**config.mk**
```make
export PLATFORM = sky130hd
export DESIGN_NAME = datapath_controller_flat
export DESIGN_NICKNAME = d
export VERILOG_FILES = /design/src/rtl/datapath_controller_if.sv /design/src/rtl/datapath_controller.sv /design/src/flat_wrapper.sv
export SDC_FILE = /design/constraint.sdc
export NUM_CORES = 1
export LEC_CHECK = 0
export CORE_UTILIZATION = 41
export CTS_CLUSTER_SIZE = 24
export DETAILED_ROUTE_END_ITERATION = 8
export PLACE_DENSITY = 0.77
export SYNTH_ARGS = -nofsm -noshare
export SYNTH_HDL_FRONTEND = slang
export SYNTH_SLANG_ARGS = --single-unit
```
**constraint.sdc**
```tcl
create_clock -name clk -period 1.6 [get_ports clk]
set_clock_uncertainty 0.2 [all_clocks]
set_input_delay 0.48 -clock clk [delete_from_list [all_inputs] [get_ports clk]]
set_output_delay 0.48 -clock clk [all_outputs]
set_load 0.005 [all_outputs]
```
**src/rtl/datapath_controller_if.sv**
```systemverilog
// rtl/datapath_controller_if.sv - handshake and datapath-control bundle for datapath_controller (DP_CTRL_PERF_EN adds retired)
interface datapath_controller_if;
    logic       s;
    logic [2:0] opcode;
    logic [1:0] op;
    logic       w;
    logic [2:0] nsel;
    logic [1:0] vsel;
    logic       loada;
    logic       loadb;
    logic       asel;
    logic       bsel;
    logic       loadc;
    logic       loads;
    logic       write;
    logic       illegal;
`ifdef DP_CTRL_PERF_EN
    logic [15:0] retired;
`endif

    // master issues instructions and consumes controls; slave is the controller
    modport master (
        output s, opcode, op,
        input  w, nsel, vsel, loada, loadb, asel, bsel, loadc, loads, write, illegal
`ifdef DP_CTRL_PERF_EN
        , input retired
`endif
    );

    modport slave (
        input  s, opcode, op,
        output w, nsel, vsel, loada, loadb, asel, bsel, loadc, loads, write, illegal
`ifdef DP_CTRL_PERF_EN
        , output retired
`endif
    );
endinterface

```
**src/rtl/datapath_controller.sv**
```systemverilog
// rtl/datapath_controller.sv - Moore FSM sequencing the register-file/ALU datapath (DP_CTRL_PERF_EN adds retired counter)
module datapath_controller (
    input  logic                  clk,
    input  logic                  reset_n,
    datapath_controller_if.slave  dp
);

    typedef enum logic [2:0] {
        ST_WAIT      = 3'd0,
        ST_DECODE    = 3'd1,
        ST_WRITE_IMM = 3'd2,
        ST_GET_A     = 3'd3,
        ST_GET_B     = 3'd4,
        ST_ALU       = 3'd5,
        ST_WRITE_REG = 3'd6
    } state_t;

    localparam logic [2:0] NSEL_NONE = 3'b000;
    localparam logic [2:0] NSEL_RN   = 3'b001;
    localparam logic [2:0] NSEL_RD   = 3'b010;
    localparam logic [2:0] NSEL_RM   = 3'b100;

    localparam logic [1:0] VSEL_IMM  = 2'b00;
    localparam logic [1:0] VSEL_C    = 2'b01;

    state_t     state_q;
    state_t     state_d;
    logic [2:0] opcode_q;
    logic [1:0] op_q;

    logic       is_mov_reg;
    logic       is_cmp;

    // Instruction fields are frozen at launch so the decoder may move on.
    always_ff @(posedge clk or negedge reset_n) begin
        if (!reset_n) begin
            state_q  <= ST_WAIT;
            opcode_q <= 3'b000;
            op_q     <= 2'b00;
        end else begin
            state_q <= state_d;
            if (state_q == ST_WAIT && dp.s) begin
                opcode_q <= dp.opcode;
                op_q     <= dp.op;
            end
        end
    end

    assign is_mov_reg = (opcode_q == 3'b110) && (op_q == 2'b00);
    assign is_cmp     = (opcode_q == 3'b101) && (op_q == 2'b01);

    always_comb begin
        state_d    = state_q;
        dp.w       = 1'b0;
        dp.nsel    = NSEL_NONE;
        dp.vsel    = VSEL_IMM;
        dp.loada   = 1'b0;
        dp.loadb   = 1'b0;
        dp.asel    = 1'b0;
        dp.bsel    = 1'b0;
        dp.loadc   = 1'b0;
        dp.loads   = 1'b0;
        dp.write   = 1'b0;
        dp.illegal = 1'b0;

        case (state_q)
            ST_WAIT: begin
                dp.w = 1'b1;
                if (dp.s) begin
                    state_d = ST_DECODE;
                end
            end

            ST_DECODE: begin
                // Unknown or unsupported encodings fall to the default arm.
                case ({opcode_q, op_q})
                    5'b110_10: state_d = ST_WRITE_IMM;
                    5'b110_00,
                    5'b101_11: state_d = ST_GET_B;
                    5'b101_00,
                    5'b101_10,
                    5'b101_01: state_d = ST_GET_A;
                    default: begin
                        dp.illegal = 1'b1;
                        state_d    = ST_WAIT;
                    end
                endcase
            end

            ST_WRITE_IMM: begin
                dp.nsel  = NSEL_RN;
                dp.vsel  = VSEL_IMM;
                dp.write = 1'b1;
                state_d  = ST_WAIT;
            end

            ST_GET_A: begin
                dp.nsel  = NSEL_RN;
                dp.loada = 1'b1;
                state_d  = ST_GET_B;
            end

            ST_GET_B: begin
                dp.nsel  = NSEL_RM;
                dp.loadb = 1'b1;
                state_d  = ST_ALU;
            end

            ST_ALU: begin
                // MOV reg runs as ADD with A forced to zero; CMP only updates status.
                dp.asel  = is_mov_reg;
                dp.loads = is_cmp;
                dp.loadc = !is_cmp;
                state_d  = is_cmp ? ST_WAIT : ST_WRITE_REG;
            end

            ST_WRITE_REG: begin
                dp.nsel  = NSEL_RD;
                dp.vsel  = VSEL_C;
                dp.write = 1'b1;
                state_d  = ST_WAIT;
            end

            default: begin
                state_d = ST_WAIT;
            end
        endcase
    end

`ifdef DP_CTRL_PERF_EN
    logic [15:0] retired_q;
    logic        retire;

    // Every legal instruction ends in exactly one of these states.
    assign retire = (state_q == ST_WRITE_IMM) ||
                    (state_q == ST_WRITE_REG) ||
                    (state_q == ST_ALU && is_cmp);

    always_ff @(posedge clk or negedge reset_n) begin
        if (!reset_n) begin
            retired_q <= 16'h0000;
        end else if (retire) begin
            retired_q <= retired_q + 16'h0001;
        end
    end

    assign dp.retired = retired_q;
`endif

endmodule

```
**src/flat_wrapper.sv**
```systemverilog
// flat-port wrapper written by rule: the top's interface ports become plain ports
module datapath_controller_flat 
  (clk, reset_n, dp_s, dp_opcode, dp_op, dp_w, dp_nsel, dp_vsel, dp_loada, dp_loadb, dp_asel, dp_bsel, dp_loadc, dp_loads, dp_write, dp_illegal);
  datapath_controller_if dp_i ();
  input  logic clk;
  input  logic reset_n;
  input wire logic [$bits(dp_i.s)-1:0] dp_s;
  input wire logic [$bits(dp_i.opcode)-1:0] dp_opcode;
  input wire logic [$bits(dp_i.op)-1:0] dp_op;
  output wire logic [$bits(dp_i.w)-1:0] dp_w;
  output wire logic [$bits(dp_i.nsel)-1:0] dp_nsel;
  output wire logic [$bits(dp_i.vsel)-1:0] dp_vsel;
  output wire logic [$bits(dp_i.loada)-1:0] dp_loada;
  output wire logic [$bits(dp_i.loadb)-1:0] dp_loadb;
  output wire logic [$bits(dp_i.asel)-1:0] dp_asel;
  output wire logic [$bits(dp_i.bsel)-1:0] dp_bsel;
  output wire logic [$bits(dp_i.loadc)-1:0] dp_loadc;
  output wire logic [$bits(dp_i.loads)-1:0] dp_loads;
  output wire logic [$bits(dp_i.write)-1:0] dp_write;
  output wire logic [$bits(dp_i.illegal)-1:0] dp_illegal;
  assign dp_i.s = dp_s;
  assign dp_i.opcode = dp_opcode;
  assign dp_i.op = dp_op;
  assign dp_w = dp_i.w;
  assign dp_nsel = dp_i.nsel;
  assign dp_vsel = dp_i.vsel;
  assign dp_loada = dp_i.loada;
  assign dp_loadb = dp_i.loadb;
  assign dp_asel = dp_i.asel;
  assign dp_bsel = dp_i.bsel;
  assign dp_loadc = dp_i.loadc;
  assign dp_loads = dp_i.loads;
  assign dp_write = dp_i.write;
  assign dp_illegal = dp_i.illegal;
  datapath_controller u_core (.clk(clk), .reset_n(reset_n), .dp(dp_i));
endmodule
```
==> results.md, run 1 <==
* Avg Synthesized Cell Area at 9.50 um2
* CP arrival at 1.24 ns
* Core Util, Final at 84.7%
* Routed vias at 601
* Post-route cell area at 992 um2
* Unrepaired setup endpoints after global routing: yes
* Via count of the first global-routing pass at 582
* # port buffers at 19
* Synth area leader: dfrtp_1
* #FFs+latches synth at 8
* Number of detailed-route iterations in the first pass at 2
* Nets at 109
* Synth top cells by count: 8 x dfrtp_1, 7 x nor2_1, 5 x and2_1, 4 x mux2_2
* Chip Height at approximately 38 um
* Core area at 1170 um2
* Primary FF master, synth: dfrtp_1
* Mapped cell area at around 540 um2
* Worst slack at placement at -0.456 ns
* Worst-path clk slew at 0.06 ns
* Hold Crit Class: primary input to asynchronous set/reset pin
* Die area at approximately 1500 um2
* Max clock buf depth at 2
* Routed WL at about 1.7 mm
* Final Wtd Congestion at 0.761
* Leading cell types by total area after synthesis: dfrtp_1 37%, mux2_2 8.3%, and2_1 5.8%, nor2_1 4.8%, buf_4 4.2%
* CTS tree: done
* Ys Warns at 0
* Drt drc at 0
* Number of synthesized flops with an enable pin at 0
* First-pass GRT wire length at 2.61 mm
* CP Max Fanout at 4
* Leak Pwr at 0.481 nW
* Gr usage total at 27.7%
* Layout area overhead at 83.1%
* Layout cells sized above 1 at 65.7%
* Clock Sinks at 8
* Pwr Total at 1.86 mW
* Max Slew Vio Count at 0
* Clk Latency, worst-skew pair at 0.25 ns
* Post-Synthesis Cells at 57
* Failing checks: setup timing
* 1st-iter DRT viols at 4
* Avg WL per Cell at between 15 and 20 um
* Post-DP Area at 817 um2
* Status: complete, but fails checks
* Num CTS Buffers at 3
* Detailed Place HPWL at 1.00 mm
* WP data required at 0.92 ns
* Max Freq at 0.520 GHz
* Critical path class: flop to output pin
* Final setup violation count at 17
* H-tree depth at 1
* Final ANT Viol Nets at 0
* Startpoint type of the worst setup path: flop
* Sequential area share after synthesis at 37.0%
* Multi-input gate area in the final layout at about 370 um2
* Crit end category: output pin
* Total grt overflow at 0
* DR vias/cell at about 5.3
* Top-Level Pins at 22
* Worst vdd rail ir drop at 1200 uV
* Clk root buf: clkbuf_4
* Post-synth top area share at roughly 37%
* Sequential cell area at ~200 um2
* Starting Density at 46.3%
* Cell with the most instances after synthesis: dfrtp_1
* Final hold vios at 0
* CP Launch Point: u_core.opcode_q[1]
* Post-layout minimum cycle time at 1.92 ns
* Setup ws final at -0.325 ns
* Pin count of the biggest net entering global routing at 9
* Fillers at 75
* Asr flop ratio synth at 100%
* Initial antenna violation count at 0
* MaxCap Viol Count at 0
* Synth cell types at 28
* Crit share post-route at 120%
* Rows at 12
* Power density cells at 1880 nW/um2
* Die X at ~38 um
* Reg2reg start: u_core.state_q[1]
* # diodes at 0
-- path summary, 6_finish.rpt --
kind	to	slack (ns)	cells after the start
setup reg to reg	u_core.op_q[0]	-0.01	5
max in group asynchronous	u_core.state_q[2]	0.59	1
hold / removal	u_core.state_q[1]	0.31	1
setup / recovery	dp_loads	-0.32	4
hold reg to reg	u_core.opcode_q[2]	0.44	2
min in group clk	u_core.opcode_q[2]	0.44	2
-- placed cells by master, fill, tap and decap left out, drive strengths merged, types with 2 or more instances in the layout --
| master | n |
|---|---|
| buf | 37 |
| inv | 2 |
| nor3b | 3 |
| dfrtp | 8 |
| clkbuf | 3 |
| nand3 | 3 |
| nor2 | 7 |
| conb | 2 |
| and2 | 5 |
| clkdlybuf4s50 | 7 |
| mux2 | 5 |
| nand2 | 2 |
-- area by class of cell --
type	count	share of cell area [%]
clock buffers	3	2.27
inverters	2	0.757
multi-input cells	42	37.1
flip-flops and latches	8	20.4
well taps	14	1.77
repair buffers	44	37.7
-- routing by layer --
metal  wire [um]  track usage (%)  vias to the layer above
li1            -                -                      280
met3          49             3.49                        4
met5           0                0                        -
met1         676             26.8                      297
met2         952             51.7                       20
met4          31             21.6                        0
-- timing repair --
| item | CTS | global route |
|---|---|---|
| buffers inserted | 11 | 1 |
| pin swaps | 11 | 4 |
| resized for setup | 74 | 8 |
| hold buffers | 0 | 0 |
| endpoints found under the setup margin | 17 | 20 |
-- cells by family after synthesis --
logic type,share of synthesized area (%)
buffers and inverters,9.47
other,0.692
and+or+nand+nor,28.2
AOI/OAI and AO/OA,13.6
DFF,37.0
muxes,11.1
-- stage by stage --
step	TNS, ns	hold WS, ns	std cells
2_1_floorplan	0	-0.0156	58
3_3_place_gp	-5.45	0.398	99
3_5_place_dp	-5.54	0.398	99
4_1_cts	-2.66	0.316	112
5_1_grt	-3.96	0.349	113
6_report	-3.13	0.312	113
-- sequential cells by signal, indices dropped and copies added (netlist names) --
name / count
u_core.state_q: 3
u_core.op_q: 2
u_core.opcode_q: 3
-- power breakdown --
part           switching, mW  total, mW  internal (mW)  leakage [nW]
clock network         0.0709      0.157         0.0860        0.0138
registers              0.103      0.406          0.303        0.0952
logic                  0.502       1.30          0.798         0.372
total                  0.676       1.86           1.19         0.481
-- worst max-delay path, stage by stage (launching register included) --
cell and delay (ns):
dfrtp_1 0.41, and3b_4 0.33, nand2_1 0.05, nor2_1 0.08
buf_2 0.11
Note: power is estimated with default switching activity, not from simulation.
==> run 2, diff against run 1 <==
GPL_ROUTABILITY_DRIVEN = 0   (was not set)
HOLD_SLACK_MARGIN = 0.02   (was not set)
==> results of run 2 <==
Final layout, timing and power as in run 1 (identical DEF).
